File: config.mk
export PLATFORM = sky130hd
export DESIGN_NAME = pic_inta_master
export DESIGN_NICKNAME = d
export VERILOG_FILES = /design/src/rtl/pic_pkg.sv /design/src/rtl/sync_2ff.sv /design/src/rtl/pic_inta_master.sv
export SDC_FILE = /design/constraint.sdc
export NUM_CORES = 1
export LEC_CHECK = 0
export CAP_MARGIN = 5
export CORE_MARGIN = 2
export CORE_UTILIZATION = 38
export DETAILED_ROUTE_END_ITERATION = 8
export MAX_ROUTING_LAYER = met4
export PLACE_DENSITY = 0.8
export RECOVER_POWER = 50
export SYNTH_ARGS = -nofsm -noshare
export SYNTH_HDL_FRONTEND = slang
export SYNTH_SLANG_ARGS = --single-unit
File: constraint.sdc
create_clock -name clk -period 1.2 [get_ports clk]
set_input_delay 0.18 -clock clk [delete_from_list [all_inputs] [get_ports clk]]
set_output_delay 0.18 -clock clk [all_outputs]
set_load 0.03 [all_outputs]
File: src/rtl/pic_pkg.sv
// Shared types and constants for the 8259A CPU-side acknowledge/EOI agent.
//   pic_state_e  : agent FSM states
//   OCW2_NS_EOI  : non-specific EOI command byte written to the PIC (A0=0)
//   *_W_DEF      : default INTA pulse / gap / EOI write widths in clk cycles
//   max3         : helper for sizing the shared phase counter
package pic_pkg;

    typedef enum logic [2:0] {
        ST_IDLE    = 3'd0,
        ST_P1      = 3'd1,
        ST_GAP     = 3'd2,
        ST_P2      = 3'd3,
        ST_HOLD    = 3'd4,
        ST_EOI_WR  = 3'd5,
        ST_EOI_REC = 3'd6
    } pic_state_e;

    localparam logic [7:0] OCW2_NS_EOI = 8'h20;

    localparam int unsigned PULSE_W_DEF = 2;
    localparam int unsigned GAP_W_DEF   = 2;
    localparam int unsigned WR_W_DEF    = 2;

    // Largest of three phase widths; the shared counter must hold it.
    function automatic int unsigned max3(input int unsigned a,
                                         input int unsigned b,
                                         input int unsigned c);
        int unsigned m;
        m = a;
        if (b > m) m = b;
        if (c > m) m = c;
        return m;
    endfunction

endpackage

File: src/rtl/sync_2ff.sv
// Two-flop synchronizer for a single asynchronous level.
//   clk, rst_n : destination clock, async active-low reset (flops clear to 0)
//   d_i        : asynchronous input
//   q_o        : synchronized output, two clk edges of latency
module sync_2ff (
    input  logic clk,
    input  logic rst_n,
    input  logic d_i,
    output logic q_o
);

    logic meta_q;
    logic sync_q;

    always_ff @(posedge clk or negedge rst_n) begin
        if (!rst_n) begin
            meta_q <= 1'b0;
            sync_q <= 1'b0;
        end else begin
            meta_q <= d_i;
            sync_q <= meta_q;
        end
    end

    assign q_o = sync_q;

endmodule

File: src/rtl/pic_inta_master.sv
// CPU-side agent for the 8259A INT/INTA path: synchronizes INT, runs the
// two-pulse INTA acknowledge, captures the vector on the second pulse, hands it
// to the host over valid/ready, and issues non-specific EOI writes when AEOI is
// off.
//   clk, rst_n          : clock, async active-low reset
//   int_in              : PIC INT (asynchronous)
//   inta_n              : PIC INTA strobe, active low
//   data_in             : PIC data bus, captured at the end of the second pulse
//   ack_en              : host interrupt enable, gates acknowledge start only
//   vec_valid/vec_data  : captured vector to host; vec_ready accepts it
//   eoi_req, aeoi       : host EOI request; aeoi=1 suppresses EOI writes
//   cs_n, wr_n, a0      : PIC write strobes and address for the EOI write
//   data_out, data_oe   : write data and its bus enable (high while cs_n=0)
//   busy                : FSM not idle
module pic_inta_master
    import pic_pkg::*;
#(
    parameter int unsigned PULSE_W = PULSE_W_DEF,
    parameter int unsigned GAP_W   = GAP_W_DEF,
    parameter int unsigned WR_W    = WR_W_DEF
) (
    input  logic       clk,
    input  logic       rst_n,
    input  logic       int_in,
    output logic       inta_n,
    input  logic [7:0] data_in,
    input  logic       ack_en,
    output logic       vec_valid,
    output logic [7:0] vec_data,
    input  logic       vec_ready,
    input  logic       eoi_req,
    input  logic       aeoi,
    output logic       cs_n,
    output logic       wr_n,
    output logic       a0,
    output logic [7:0] data_out,
    output logic       data_oe,
    output logic       busy
);

    localparam int unsigned CNT_MAX = max3(PULSE_W, GAP_W, WR_W);
    localparam int unsigned CNT_W   = $clog2(CNT_MAX + 1);

    // Counter reload values: a phase of N cycles counts N-1 down to 0.
    localparam logic [CNT_W-1:0] PULSE_LD = CNT_W'(PULSE_W - 1);
    localparam logic [CNT_W-1:0] GAP_LD   = CNT_W'(GAP_W - 1);
    localparam logic [CNT_W-1:0] WR_LD    = CNT_W'(WR_W - 1);

    logic int_s;

    pic_state_e       state_q, state_d;
    logic [CNT_W-1:0] cnt_q, cnt_d;
    logic             eoi_pending_q, eoi_pending_d;
    logic             inta_n_q, inta_n_d;
    logic             cs_n_q, cs_n_d;
    logic             wr_n_q, wr_n_d;
    logic             a0_q, a0_d;
    logic [7:0]       data_out_q, data_out_d;
    logic             data_oe_q, data_oe_d;
    logic             vec_valid_q, vec_valid_d;
    logic [7:0]       vec_data_q, vec_data_d;
    logic             busy_q, busy_d;

    sync_2ff u_int_sync (
        .clk   (clk),
        .rst_n (rst_n),
        .d_i   (int_in),
        .q_o   (int_s)
    );

    // State, counter and registered outputs.
    always_ff @(posedge clk or negedge rst_n) begin
        if (!rst_n) begin
            state_q       <= ST_IDLE;
            cnt_q         <= '0;
            eoi_pending_q <= 1'b0;
            inta_n_q      <= 1'b1;
            cs_n_q        <= 1'b1;
            wr_n_q        <= 1'b1;
            a0_q          <= 1'b0;
            data_out_q    <= 8'h00;
            data_oe_q     <= 1'b0;
            vec_valid_q   <= 1'b0;
            vec_data_q    <= 8'h00;
            busy_q        <= 1'b0;
        end else begin
            state_q       <= state_d;
            cnt_q         <= cnt_d;
            eoi_pending_q <= eoi_pending_d;
            inta_n_q      <= inta_n_d;
            cs_n_q        <= cs_n_d;
            wr_n_q        <= wr_n_d;
            a0_q          <= a0_d;
            data_out_q    <= data_out_d;
            data_oe_q     <= data_oe_d;
            vec_valid_q   <= vec_valid_d;
            vec_data_q    <= vec_data_d;
            busy_q        <= busy_d;
        end
    end

    // Next state, phase counter, EOI flag and output values.
    always_comb begin
        state_d       = state_q;
        cnt_d         = cnt_q;
        eoi_pending_d = eoi_pending_q;
        vec_data_d    = vec_data_q;

        unique case (state_q)
            ST_IDLE: begin
                if (eoi_pending_q) begin
                    state_d = ST_EOI_WR;
                    cnt_d   = WR_LD;
                end else if (int_s && ack_en) begin
                    state_d = ST_P1;
                    cnt_d   = PULSE_LD;
                end
            end
            ST_P1: begin
                if (cnt_q == '0) begin
                    state_d = ST_GAP;
                    cnt_d   = GAP_LD;
                end else begin
                    cnt_d = cnt_q - CNT_W'(1);
                end
            end
            // INT is deliberately not rechecked: a started acknowledge always finishes.
            ST_GAP: begin
                if (cnt_q == '0) begin
                    state_d = ST_P2;
                    cnt_d   = PULSE_LD;
                end else begin
                    cnt_d = cnt_q - CNT_W'(1);
                end
            end
            ST_P2: begin
                if (cnt_q == '0) begin
                    state_d    = ST_HOLD;
                    cnt_d      = '0;
                    vec_data_d = data_in;
                end else begin
                    cnt_d = cnt_q - CNT_W'(1);
                end
            end
            ST_HOLD: begin
                if (vec_valid_q && vec_ready) begin
                    state_d = ST_IDLE;
                end
            end
            ST_EOI_WR: begin
                if (cnt_q == '0) begin
                    state_d = ST_EOI_REC;
                    cnt_d   = '0;
                end else begin
                    cnt_d = cnt_q - CNT_W'(1);
                end
            end
            ST_EOI_REC: begin
                state_d = ST_IDLE;
            end
            default: begin
                state_d = ST_IDLE;
                cnt_d   = '0;
            end
        endcase

        // Starting the write consumes the pending request; a request arriving on
        // that same edge is kept so it gets its own write.
        if (state_d == ST_EOI_WR && state_q != ST_EOI_WR) begin
            eoi_pending_d = 1'b0;
        end
        if (eoi_req && !aeoi) begin
            eoi_pending_d = 1'b1;
        end

        // Outputs follow the state being entered so they change on the same edge.
        inta_n_d    = !(state_d == ST_P1 || state_d == ST_P2);
        cs_n_d      = (state_d != ST_EOI_WR);
        wr_n_d      = (state_d != ST_EOI_WR);
        a0_d        = 1'b0;
        data_oe_d   = (state_d == ST_EOI_WR);
        data_out_d  = (state_d == ST_EOI_WR) ? OCW2_NS_EOI : 8'h00;
        vec_valid_d = (state_d == ST_HOLD);
        busy_d      = (state_d != ST_IDLE);
    end

    assign inta_n    = inta_n_q;
    assign cs_n      = cs_n_q;
    assign wr_n      = wr_n_q;
    assign a0        = a0_q;
    assign data_out  = data_out_q;
    assign data_oe   = data_oe_q;
    assign vec_valid = vec_valid_q;
    assign vec_data  = vec_data_q;
    assign busy      = busy_q;

endmodule

==> out/results.ini <==
[global_routing]
grt_pass1_vias = 763
grt_pass1_wl_um = 3256
grt_max_degree = 22
grt_usage_pct = 13.55
antenna_found_initial = 0
grt-ovfl-total = 0

[timing]
setup_slack_ps = -41.96
clock_skew_ps = 1.007
final.setup.tns_ps = -230.2
finalCriticalPeriod_ps = 1242
fin_crit_sh_pct = 103.5
max_clock_freq_ghz = 0.8052
slew_viol_final = 0
rsz0062_at_grt = true
finalSetupViolations = 8
hold_viol = 0

[placed_design]
placedCellCount = 153
gp_congestion = 0.9051
port_buffers = 29
place_hpwl_um = 1469
pre_cts_slack_ps = -43.08

[logic_synthesis]
synthAdderAreaFrac_pct = 0
seq_area_frac_synth_pct = 52.88
synth_seq_cells = 21
synth.avg_cell_area_sq_um = 10.97
synth_edf_count = 0
synth-simple-area-share_pct = 12.03
async_reset_ff_share_pct = 100.0
synth_compound_area_share_pct = 14.16
synth_cell_types = 27
synth_top_area_share_pct = 47.62
synth_flop_cell = dfrtp_1
synth_top_family_by_area = compound AO/OA/AOI/OAI gates
ys_top_cells_by_area = dfrtp_1, mux2_2, buf_4
yosys_warnings = 0
synthXorXnorAreaFrac_pct = 0
syn_area_sq_um = 998.5
syn_inst = 91
synthMuxAreaShare_pct = 10.03
yosys.area.top_type = dfrtp_1

[critical_path]
arrival_ps = 1430
critical_path_class = flip-flop to flip-flop
worstRegToRegCells = 3
rrSetupSlack_ps = -40
cp.required_ps = 1390
crit_path_start_kind = flip-flop
cp_max_fo = 5
reg2reg_to = vec_data[2]
r2r_start = state_q[2]
end_kind = flip-flop

[clocking]
clk_latency_ps = 290
cts_max_path_buffers = 2
cts_hold_buffers = 0
htreeDepth = 1
clk_pin_slew_worst_paths_ps = 110
cts_tree = built
numCtsBuffers = 3
cts_sinks = 21
cts-root-buf = clkbuf_4

[layout]
final_cells = 159
layout_common_cells = dfrtp_1, buf_4, clkdlybuf4s50_1
drive_above_1_share_pct = 37.98
largest_reg_flops = 8
num_antenna_cells = 0
final_nets = 145
areaGrowthSynthToFinish_pct = 37.72
nFillCells = 225
final_core_util_pct = 55.51

[power_and_ir_drop]
power.net_switching_mw = 1.581
p_leak_nw = 0.6135
total_power_mw = 3.605
power.density_mw_per_mm2 = 2621
sw_frac_of_total_pct = 43.87
p_int_mw = 2.023
p_clk_share_pct = 9.3
sequentialPowerShare_pct = 34.4
max-vdd-ir-drop_uv = 1573
comb_power_share_pct = 56.3

[floorplanning]
die_y_um = 55.26
core_region_area_sq_mm = 0.002477
rows = 18
start_util_pct = 40.30
dieArea_sq_mm = 0.003054
die_w_um = 55.26
boundaryPins = 38

[drt]
drt_iter0_markers = 12
wl_per_cell_um = 12.57
viasPerCell = 4.918
ant_nets = 0
post-route-drc-count = 0
dr.pass1.iters = 4
drt_wl_total_um = 1999
num_vias = 782

[min_path]
hp-class = input port to asynchronous set/reset pin

[run_status]
violations = negative setup slack
status = finished, violations left

[run]
drv_cap = 0

[cell type report]
| type | instances | area (sq um) | area share (%) |
|---|---|---|---|
| multi-input combinational | 61 | 437.9 | 31.85 |
| inverter | 4 | 15.01 | 1.092 |
| sequential | 21 | 529.3 | 38.49 |
| timing repair buffer | 39 | 329.1 | 23.93 |
| tap | 30 | 37.54 | 2.730 |
| clock buffer | 4 | 26.28 | 1.911 |
[cell families (layout without fill, tap and decap cells)]
group | after synthesis | in the layout
AO/OA/AOI/OAI | 22 | 22
flip-flops | 21 | 21
AND/OR/NAND/NOR | 21 | 22
buffers and inverters | 17 | 47
multiplexers | 9 | 9
other | 1 | 8
[power by group through the flow]
stage | registers, mW | logic [mW] | clock network (mW)
6_report | 1.24 | 2.03 | 0.335
5_1_grt | 1.28 | 2.17 | 0.383
4_1_cts | 1.23 | 1.95 | 0.342
3_5_place_dp | 1.22 | 1.93 | 0
3_3_place_gp | 1.20 | 1.90 | 0
2_1_floorplan | 1.58 | 0.902 | 0
[how the worst max path moves through the flow]
stage          cells past startpoint  slack, ps     endpoint        from
5_1_grt                            3        -80  vec_data[2]  state_q[2]
3_3_place_gp                       4          7     cnt_q[0]      ack_en
3_5_place_dp                       4        -40     cnt_q[0]      ack_en
2_1_floorplan                      3        -10  vec_data[0]  state_q[1]
4_1_cts                            3        -40  vec_data[6]  state_q[2]
6_report                           3        -40  vec_data[2]  state_q[2]
[worst max-delay path, stage by stage, from the launching register on]
cell	delay (ps)
dfrtp_1	390
and2b_2	270
nand3_4	130
mux2_2	350
[synth_stat cells (2+ instances only)]
master     n
buf_2      3
a21o_1     3
dfstp_2    2
o21a_1     2
dfrtp_1   19
nor2_1     3
nand2b_1   3
a211oi_1   2
nor2b_1    3
inv_1      4
o21ai_0    4
a21oi_1    5
o22ai_1    2
nand2_1    7
buf_4     10
mux2_2     8
[timing repair]
| action | 4_1_cts | 5_1_grt |
|---|---|---|
| resized for setup | 12 | 16 |
| gates cloned | 1 | 0 |
| pin swaps | 0 | 1 |
| buffers inserted | 0 | 1 |
| endpoints found under the setup margin | 13 | 22 |
[per-stage QoR]
step | hold WS (ps) | area [sq um]
2_1_floorplan | -115.6 | 1025
3_3_place_gp | 334.1 | 1313
3_5_place_dp | 352.3 | 1313
4_1_cts | 208.0 | 1364
5_1_grt | 386.7 | 1375
6_report | 361.2 | 1375
[metal layers]
metal	global-route usage (%)	vias to the layer above	part of all wire, %
met3	2.342	2	6.3
met1	15.73	377	39
met5	-	-	0
met4	4.878	0	0.25
met2	23.47	34	54
li1	-	369	-
Note: power is estimated with default switching activity, not from simulation.
